==> config.mk <==
export PLATFORM = sky130hd
export DESIGN_NAME = axi_mem_if_slave
export DESIGN_NICKNAME = d
export VERILOG_FILES = /design/src/rtl/axi_mem_if_slave.sv
export SDC_FILE = /design/constraint.sdc
export NUM_CORES = 1
export LEC_CHECK = 0
export BUFFER_PORTS_ARGS = -buffer_cell sky130_fd_sc_hd__clkbuf_2
export CAP_MARGIN = 20
export CORE_AREA = 2 2 297 299
export CTS_BUF_LIST = sky130_fd_sc_hd__clkbuf_16
export CTS_CLUSTER_SIZE = 24
export DETAILED_ROUTE_END_ITERATION = 12
export DIE_AREA = 0 0 299 301
export SKIP_CTS_REPAIR_TIMING = 1
export SYNTH_ARGS = -nofsm -noshare
export SYNTH_HDL_FRONTEND = slang
export SYNTH_SLANG_ARGS = --single-unit
==> constraint.sdc <==
create_clock -name clk_i -period 5.3 [get_ports clk_i]
set_clock_uncertainty 0.2 [all_clocks]
set_input_delay 0.53 -clock clk_i [delete_from_list [all_inputs] [get_ports clk_i]]
set_output_delay 0.53 -clock clk_i [all_outputs]
set_load 0.1 [all_outputs]
==> src/rtl/axi_mem_if_slave.sv <==
`default_nettype none
// ============================================================================
// Module   : axi_mem_if_slave
// Purpose  : AXI4 slave to synchronous SRAM bridge. Each AXI beat is turned
//            into one request on a req/we/addr/be/wdata/rdata memory port.
//            Handles one transaction at a time and always answers OKAY.
//            Beat addresses follow FIXED/INCR/WRAP burst rules.
// Revision : 1.0 - initial release
// ============================================================================
module axi_mem_if_slave #(
  parameter int AXI_ID_WIDTH   = 8,
  parameter int AXI_ADDR_WIDTH = 40,
  parameter int AXI_DATA_WIDTH = 128,
  parameter int AXI_USER_WIDTH = 2
) (
  input  logic                        clk_i,
  input  logic                        rst_ni,
  // AW channel
  input  logic                        aw_valid,
  output logic                        aw_ready,
  input  logic [AXI_ADDR_WIDTH-1:0]   aw_addr,
  input  logic [AXI_ID_WIDTH-1:0]     aw_id,
  input  logic [7:0]                  aw_len,
  input  logic [2:0]                  aw_size,
  input  logic [1:0]                  aw_burst,
  input  logic [3:0]                  aw_cache,
  input  logic [2:0]                  aw_prot,
  // W channel
  input  logic                        w_valid,
  output logic                        w_ready,
  input  logic [AXI_DATA_WIDTH-1:0]   w_data,
  input  logic [AXI_DATA_WIDTH/8-1:0] w_strb,
  input  logic                        w_last,
  // B channel
  output logic                        b_valid,
  input  logic                        b_ready,
  output logic [AXI_ID_WIDTH-1:0]     b_id,
  output logic [1:0]                  b_resp,
  // AR channel
  input  logic                        ar_valid,
  output logic                        ar_ready,
  input  logic [AXI_ADDR_WIDTH-1:0]   ar_addr,
  input  logic [AXI_ID_WIDTH-1:0]     ar_id,
  input  logic [7:0]                  ar_len,
  input  logic [2:0]                  ar_size,
  input  logic [1:0]                  ar_burst,
  input  logic [3:0]                  ar_cache,
  input  logic [2:0]                  ar_prot,
  // R channel
  output logic                        r_valid,
  input  logic                        r_ready,
  output logic [AXI_DATA_WIDTH-1:0]   r_data,
  output logic [AXI_ID_WIDTH-1:0]     r_id,
  output logic [1:0]                  r_resp,
  output logic                        r_last,
  // Memory port
  output logic                        req_o,
  output logic                        we_o,
  output logic [AXI_ADDR_WIDTH-1:0]   addr_o,
  output logic [AXI_DATA_WIDTH/8-1:0] be_o,
  output logic [AXI_DATA_WIDTH-1:0]   data_o,
  input  logic [AXI_DATA_WIDTH-1:0]   data_i
);

  localparam logic [AXI_ADDR_WIDTH-1:0] c_ADDR_ONE = {{(AXI_ADDR_WIDTH-1){1'b0}}, 1'b1};

  typedef enum logic [1:0] {
    S_IDLE  = 2'd0,
    S_READ  = 2'd1,
    S_WRITE = 2'd2,
    S_BRESP = 2'd3
  } state_t;

  state_t                      r_state;
  logic [AXI_ID_WIDTH-1:0]     r_txn_id;
  logic [AXI_ADDR_WIDTH-1:0]   r_txn_addr;
  logic [7:0]                  r_txn_len;
  logic [2:0]                  r_txn_size;
  logic [1:0]                  r_txn_burst;
  logic [7:0]                  r_beat_cnt;
  logic                        r_rd_vld;

  logic [AXI_ADDR_WIDTH-1:0]   w_step;
  logic [AXI_ADDR_WIDTH-1:0]   w_aligned;
  logic [AXI_ADDR_WIDTH-1:0]   w_wrap_bytes;
  logic [AXI_ADDR_WIDTH-1:0]   w_next_addr;
  logic                        w_last_beat;
  logic                        w_r_hs;
  logic                        w_unused;

  // Control and attribute inputs this bridge has no use for.
  assign w_unused = ^{aw_cache, aw_prot, ar_cache, ar_prot, w_last};

  assign w_last_beat = (r_beat_cnt == r_txn_len);
  assign w_r_hs      = r_rd_vld & r_ready;

  // Channel handshakes are pure state decodes; ready is held low in reset.
  assign ar_ready = rst_ni & (r_state == S_IDLE);
  assign aw_ready = rst_ni & (r_state == S_IDLE) & ~ar_valid;
  assign w_ready  = (r_state == S_WRITE);
  assign b_valid  = (r_state == S_BRESP);
  assign b_id     = r_txn_id;
  assign b_resp   = 2'b00;
  assign r_valid  = r_rd_vld;
  assign r_data   = data_i;
  assign r_id     = r_txn_id;
  assign r_resp   = 2'b00;
  assign r_last   = r_rd_vld & w_last_beat;

  // Beat address generator: address of the beat after the current one.
  always_comb begin
    w_step       = c_ADDR_ONE << r_txn_size;
    w_aligned    = r_txn_addr & ~(w_step - c_ADDR_ONE);
    w_wrap_bytes = (AXI_ADDR_WIDTH'(r_txn_len) + c_ADDR_ONE) << r_txn_size;
    case (r_txn_burst)
      2'b00:   w_next_addr = r_txn_addr;
      2'b10:   w_next_addr = (r_txn_addr & ~(w_wrap_bytes - c_ADDR_ONE)) |
                             ((w_aligned + w_step) & (w_wrap_bytes - c_ADDR_ONE));
      default: w_next_addr = w_aligned + w_step;
    endcase
  end

  // Memory port drive: reads look ahead on an R handshake so beats stream
  // back to back; a stalled read re-requests the same address so data_i holds.
  always_comb begin
    req_o  = 1'b0;
    we_o   = 1'b0;
    addr_o = '0;
    be_o   = '0;
    data_o = '0;
    case (r_state)
      S_READ: begin
        if (!(w_r_hs && w_last_beat)) begin
          req_o  = 1'b1;
          be_o   = '1;
          addr_o = w_r_hs ? w_next_addr : r_txn_addr;
        end
      end
      S_WRITE: begin
        if (w_valid) begin
          req_o  = 1'b1;
          we_o   = 1'b1;
          addr_o = r_txn_addr;
          be_o   = w_strb;
          data_o = w_data;
        end
      end
      default: ;
    endcase
  end

  // Transaction FSM with latched burst attributes and beat tracking.
  always_ff @(posedge clk_i or negedge rst_ni) begin
    if (!rst_ni) begin
      r_state     <= S_IDLE;
      r_txn_id    <= '0;
      r_txn_addr  <= '0;
      r_txn_len   <= '0;
      r_txn_size  <= '0;
      r_txn_burst <= '0;
      r_beat_cnt  <= '0;
      r_rd_vld    <= 1'b0;
    end else begin
      r_rd_vld <= (r_state == S_READ) && req_o;
      case (r_state)
        S_IDLE: begin
          if (ar_valid) begin
            r_txn_id    <= ar_id;
            r_txn_addr  <= ar_addr;
            r_txn_len   <= ar_len;
            r_txn_size  <= ar_size;
            r_txn_burst <= ar_burst;
            r_beat_cnt  <= '0;
            r_state     <= S_READ;
          end else if (aw_valid) begin
            r_txn_id    <= aw_id;
            r_txn_addr  <= aw_addr;
            r_txn_len   <= aw_len;
            r_txn_size  <= aw_size;
            r_txn_burst <= aw_burst;
            r_beat_cnt  <= '0;
            r_state     <= S_WRITE;
          end
        end
        S_READ: begin
          if (w_r_hs) begin
            if (w_last_beat) begin
              r_state <= S_IDLE;
            end else begin
              r_beat_cnt <= r_beat_cnt + 8'd1;
              r_txn_addr <= w_next_addr;
            end
          end
        end
        S_WRITE: begin
          if (w_valid) begin
            if (w_last_beat) begin
              r_state <= S_BRESP;
            end else begin
              r_beat_cnt <= r_beat_cnt + 8'd1;
              r_txn_addr <= w_next_addr;
            end
          end
        end
        S_BRESP: begin
          if (b_ready) r_state <= S_IDLE;
        end
        default: r_state <= S_IDLE;
      endcase
    end
  end

endmodule
`default_nettype wire

## After elaboration in Yosys (flattened, before gate mapping)

Cells that the tools add are included.

- Register bits after elaboration: 72
- Bits of input ports: 416

- Bitwise gates (word level): 11
- Multiplexer cells: 42
- Add/sub/neg operators: 5
- Equality and inequality tests: 11
- Shift-type cells: 2
- Reduce and logical (&&, ||, !) cells: 9

Operators by type and width:

| cell | count |
|---|---|
| 40-bit 2-to-1 mux | 8 |
| 128-bit 2-to-1 mux | 2 |
| 40-bit case mux with 2 select lines | 2 |
| 40-bit AND | 3 |
| 40-bit case mux with 3 select lines | 1 |
| 40-bit inverter | 2 |
| 40-bit by 1-bit subtractor with 40-bit output (second input constant) | 2 |
| 8-bit 2-to-1 mux | 9 |
| 40-bit adder | 1 |
| 40-bit bitwise OR | 1 |
| 1-bit by 3-bit << shifter with 40-bit output (first input constant) | 1 |
| 9-bit by 3-bit << shifter with 40-bit output | 1 |
| 16-bit 2-to-1 mux | 2 |
| 16-bit case mux with 2 select lines | 1 |
| 8-bit case mux with 3 select lines | 1 |
| 2-bit 2-to-1 mux | 9 |
| 8-bit by 1-bit adder with 9-bit output (second input constant) | 1 |
| 8-bit by 1-bit adder with 8-bit output (second input constant) | 1 |
| 8-bit == test | 1 |
| 2-bit case mux with 4 select lines | 1 |
| 2-bit == test (second input constant) | 3 |
| 3-bit 2-to-1 mux | 2 |
| 2-bit inequality test (second input constant) | 3 |
| 6-bit AND reduction | 1 |
| other kinds (13) | 21 |

## Longest topological paths before layout

- Word-level depth: 11
- Depth in mapped cells: 17

## Worst setup path after synthesis

No wires, ideal clock.

- Path kind: reg2out
- From: reg r_txn_size[1]
- To: out addr_o[31]
- Required time: 4.570 ns
- Cell stages (with the launch flop): 17
- Arrival: 7.737 ns
- Slack: -3.167 ns
- Path buffers: 4
- Cell sequence: dfrtp_1 > buf_2 > buf_2 > buf_2 > nor2_1 > nand2_1 > ha_1 > clkbuf_1 > nand2b_1 > a211oi_1 > a32o_1 > nand4_1 > a211oi_1 > nand3_1 > mux2i_1 > nor2_1 > a2111oi_0

- Word-level cells in the longest chain between the ends: 11
- Elaborated cells between the ends (all ways): 15
- Those cells by class: add/sub (3); shift (2); mux (4); bitwise (6)

Ends and longest elaborated chain:

| item | RTL line | RTL |
|---|---|---|
| from (decl) | 78 | `logic [2:0] r_txn_size;` |
| from (signal assigned) | 171 | `r_txn_size <= ar_size;` |
| from (signal assigned) | 179 | `r_txn_size <= aw_size;` |
| 1-bit by 3-bit << shifter with 40-bit output | 112 | `w_step = c_ADDR_ONE << r_txn_size;` |
| 40-bit by 1-bit subtractor with 40-bit output | 113 | `w_aligned = r_txn_addr & ~(w_step - c_ADDR_ONE);` |
| 40-bit inverter | 113 |  |
| 40-bit AND | 113 |  |
| 40-bit adder | 118, 119 |  |
| 40-bit AND | 118 | `((w_aligned + w_step) & (w_wrap_bytes - c_ADDR_ONE));` |
| 40-bit bitwise OR | 117 | `2'b10: w_next_addr = (r_txn_addr & ~(w_wrap_bytes - c_ADDR_ONE)) \|` |
| 40-bit case mux with 2 select lines (*) | 115 | `case (r_txn_burst)` |
| 40-bit 2-to-1 mux (*) | 136 | `addr_o = w_r_hs ? w_next_addr : r_txn_addr;` |
| 40-bit 2-to-1 mux (*) | 133 | `if (!(w_r_hs && w_last_beat)) begin` |
| 40-bit case mux with 2 select lines (*) | 131 | `case (r_state)` |
| to (decl) | 59 | `output logic [AXI_ADDR_WIDTH-1:0] addr_o,` |

Mark *: on every way between the ends. The rest lies on a longest branch, timed or not.

## Final worst setup path

- From: reg r_txn_len[1]
- To: out addr_o[31]

- Word-level cells in the longest chain between the ends: 10
- Elaborated cells between the ends (all ways): 13
- Those cells by class: add/sub (2); eq/ne (1); shift (1); mux (4); bitwise (4); reduce/logical (1)

Ends and longest elaborated chain:

| item | RTL line | RTL |
|---|---|---|
| from (decl) | 77 | `logic [7:0] r_txn_len;` |
| from (signal assigned) | 170 | `r_txn_len <= ar_len;` |
| from (signal assigned) | 178 | `r_txn_len <= aw_len;` |
| 8-bit by 1-bit adder with 9-bit output | 114 | `w_wrap_bytes = (AXI_ADDR_WIDTH'(r_txn_len) + c_ADDR_ONE) << r_txn_size;` |
| 9-bit by 3-bit << shifter with 40-bit output | 114 |  |
| 40-bit by 1-bit subtractor with 40-bit output | 117, 118 |  |
| 40-bit inverter | 117 |  |
| 40-bit AND | 117 |  |
| 40-bit bitwise OR | 117 |  |
| 40-bit case mux with 2 select lines | 115 |  |
| 40-bit 2-to-1 mux | 136 |  |
| 40-bit 2-to-1 mux (*) | 133 |  |
| 40-bit case mux with 2 select lines (*) | 131 |  |

Marks and branches as above.

==> flow_metrics.tcl <==
set metrics [dict create \
    min_path_cells 3 \
    detailed_place_hpwl_um 59410 \
    drtIter0Drc 775 \
    core_area_um2 86480 \
    rows 108 \
    hold_viol 0 \
    ant_nets 0 \
    clock.fmax_mhz 198.4 \
    dieArea_um2 90000 \
    synth.avg_cell_area_um2 7.195 \
    nets 2103 \
    ios 756 \
    path_cells "ha_2, nand3_1, mux2i_2, a21o_1, nand3_1, or4b_4, nor3b_4, and3b_1, ha_1, a21oi_1, o21ba_2, a2111oi_2, buf_4, buf_12" \
    die_h_um 301 \
    setup_viol 0 \
    hold_class "input port to flip-flop" \
    leakage_nw 6.468 \
    cp-end-kind "output port" \
    arrival_ns 4.31 \
    period_share_pct 95.10 \
    cpMaxStageDelayCell "or4b_4" \
    post-place-ws_ns 0.4781 \
    die_x_um 299 \
    status "complete, no violations" \
    maxSlewViolCount 0 \
    ys_seq_area_share_pct 18.23 \
    syn_inst 1374 \
    yosys_warnings 0 \
    p_per_area_nw_per_um2 749.9 \
    grtUsageTotal_pct 14.90 \
    whs_ns 0.2560 \
    netlist_area_um2 9886 \
    drt-total-wl_um 69810 \
    ir_drop_v 0.0003646 \
    synth_ff_type "dfrtp_1" \
    fin_crit_ns 5.040 \
    route.met3.wl_um 7463 \
    slew_headroom_pct 29.59 \
    grt_pass1_vias 11060 \
    fin_ws_ns 0.2595 \
    insertion_delay_ns 0.38 \
    cp-start-kind "flip-flop" \
    total_power_mw 10.23 \
    clock-root-buffer "clkbuf_16" \
    drc 0 \
    r2r-end "r_txn_addr[13]$_DFFE_PN0P_" \
    clock_sinks 72 \
    worstPathRequired_ns 4.57 \
    wl_met1_um 25340 \
    initial_utilization_pct 11.43 \
    post_drt_via_cell_ratio 4.160 \
    htreeDepth 3 \
    r2r.worst_path.cells 14 \
    critical_path_class "flip-flop to output port" \
    synth-edff-count 0 \
    final_util_pct 15.78 \
    cts_tree "done" \
    crit_path_frequent_cell "nand3_1" \
    synth_cell_types 87 \
    r2r_slack_ns 1.33 \
    tightestPinTransition_ns 1.056 \
    drv_cap 0 \
    wl_met2_um 33950 \
    grt_pass1_wl_um 92180 \
    gp_congestion 0.8913 \
    io_buffers 480 \
    rsz0062_at_grt "false" \
    vias 11860 \
    grt_max_degree 133 \
    drive_above_1_share_pct 36.53 \
    holdCritStartpoint "aw_id[0]" \
    cts_buffers 9 \
    hold_end "b_id[0]$_DFFE_PN0P_" \
    cts_max_path_buffers 2 \
    firstDrtPassIters 5 \
    reg2reg_from "r_txn_size[1]$_DFFE_PN0P_" \
    slowest_delay_ns 0.58 \
    async_flop_share_pct 100.0 \
    ys_ff_latch 72 \
    crit_fanout 7 \
    grt-ovfl-total 0 \
    wl_per_cell_um 24.48 \
    synthToLayoutAreaGrowth_pct 38.01 \
    antenna_found_initial 75 \
    path_clk_slew_ns 0.06 \
    top_layer "met5" \
]
==> metal layers <==
metal / GRT usage [%] / up-vias
met2: 25.81 / 736
met3: 5.649 / 186
li1: - / 5425
met4: 6.143 / 12
met1: 16.30 / 5505
met5: 0 / -
==> state kept, by name (all words and copies together) (netlist names) <==
name,flops
r_txn_size,3
r_txn_burst,2
r_valid,1
r_state,2
r_txn_len,8
b_id,8
r_txn_addr,40
r_beat_cnt,8
==> worst max-delay path, delay by kind of cell (launching register included) <==
kind / cells / cell delay [ns]
flip-flops: 1 / 0.49
multiplexers: 1 / 0.35
buffers and inverters: 2 / 0.37
AND/OR/NAND/NOR: 5 / 1.35
adder cells (fa/ha/maj): 2 / 0.45
AO/OA/AOI/OAI: 4 / 0.94
==> through the flow <==
stage	cells	setup TNS, ns	area, um^2
CTS	2830	0	13520
finish	2852	0	13640
detailed placement	2814	0	13250
floorplan	1377	-0.4378	9961
global placement	2814	0	13250
global route	2847	0	13630
==> Yosys cell counts (all sizes together), types with 19 or more instances <==
master | count | area share [%]
clkbuf | 91 | 3.5
a211oi | 21 | 1.6
xor2 | 19 | 1.7
nor3 | 23 | 1.2
mux2i | 66 | 6.7
nor2b | 30 | 1.9
o21ai | 93 | 4.7
buf | 163 | 12
dfrtp | 72 | 18
nand4 | 21 | 1.6
and3 | 149 | 9.4
a21oi | 58 | 3.1
nand3 | 38 | 2.0
inv | 20 | 0.76
nand2 | 139 | 5.3
nor2 | 118 | 4.5
==> placed cells by master (no fill, tap or decap), types with 33 or more instances in the layout <==
master,instances
buf_12,33
dfrtp_1,71
nand2_1,139
o21ai_0,72
clkbuf_2,438
nand3_1,37
mux2i_1,64
nor2_1,118
a21oi_1,55
and3_1,149
buf_4,67
==> cells by family (layout without fill, tap and decap cells) <==
kind of cell / count (synthesis) / in the layout / share of synthesized area [%]
DFF: 72 / 72 / 18.23
muxes: 76 / 76 / 7.822
and+or+nand+nor: 585 / 585 / 31.07
other: 1 / 23 / 0.03793
buffers and inverters: 275 / 576 / 16.43
adders and majority gates: 14 / 14 / 1.772
AOI/OAI and AO/OA: 318 / 318 / 21.72
xor gates and xnor gates: 33 / 33 / 2.924
==> worst max-delay path by stage <==
stage                             to  slack [ns]                 startpoint  cells after the start
after floorplan           addr_o[31]       -0.44  r_txn_size[1]$_DFFE_PN0P_                     16
after global placement    addr_o[31]        0.47  r_txn_size[0]$_DFFE_PN0P_                     14
after detailed placement  addr_o[27]        0.48   r_txn_len[1]$_DFFE_PN0P_                     12
after CTS                 addr_o[31]        0.06  r_txn_size[0]$_DFFE_PN0P_                     14
after global routing      addr_o[31]       0.008   r_txn_len[1]$_DFFE_PN0P_                     14
final                     addr_o[31]        0.26   r_txn_len[1]$_DFFE_PN0P_                     14
==> power by group <==
part / total, mW / switching (mW) / internal, mW
Combinational: 8.30 / 6.06 / 2.24
Sequential: 1.31 / 0.486 / 0.824
Clock: 0.618 / 0.301 / 0.317
Total: 10.2 / 6.85 / 3.38
==> layout make-up <==
| cell class | count | area [um^2] |
|---|---|---|
| clock inverter | 7 | 46.29 |
| timing repair buffer | 539 | 3366 |
| antenna | 19 | 47.55 |
| multi-input combinational | 1030 | 6629 |
| clock buffer | 9 | 225.2 |
| inverter | 21 | 78.83 |
| fill | 10060 | 72840 |
| tap | 1155 | 1445 |
| sequential | 72 | 1805 |
Note: power is estimated with default switching activity, not from simulation.
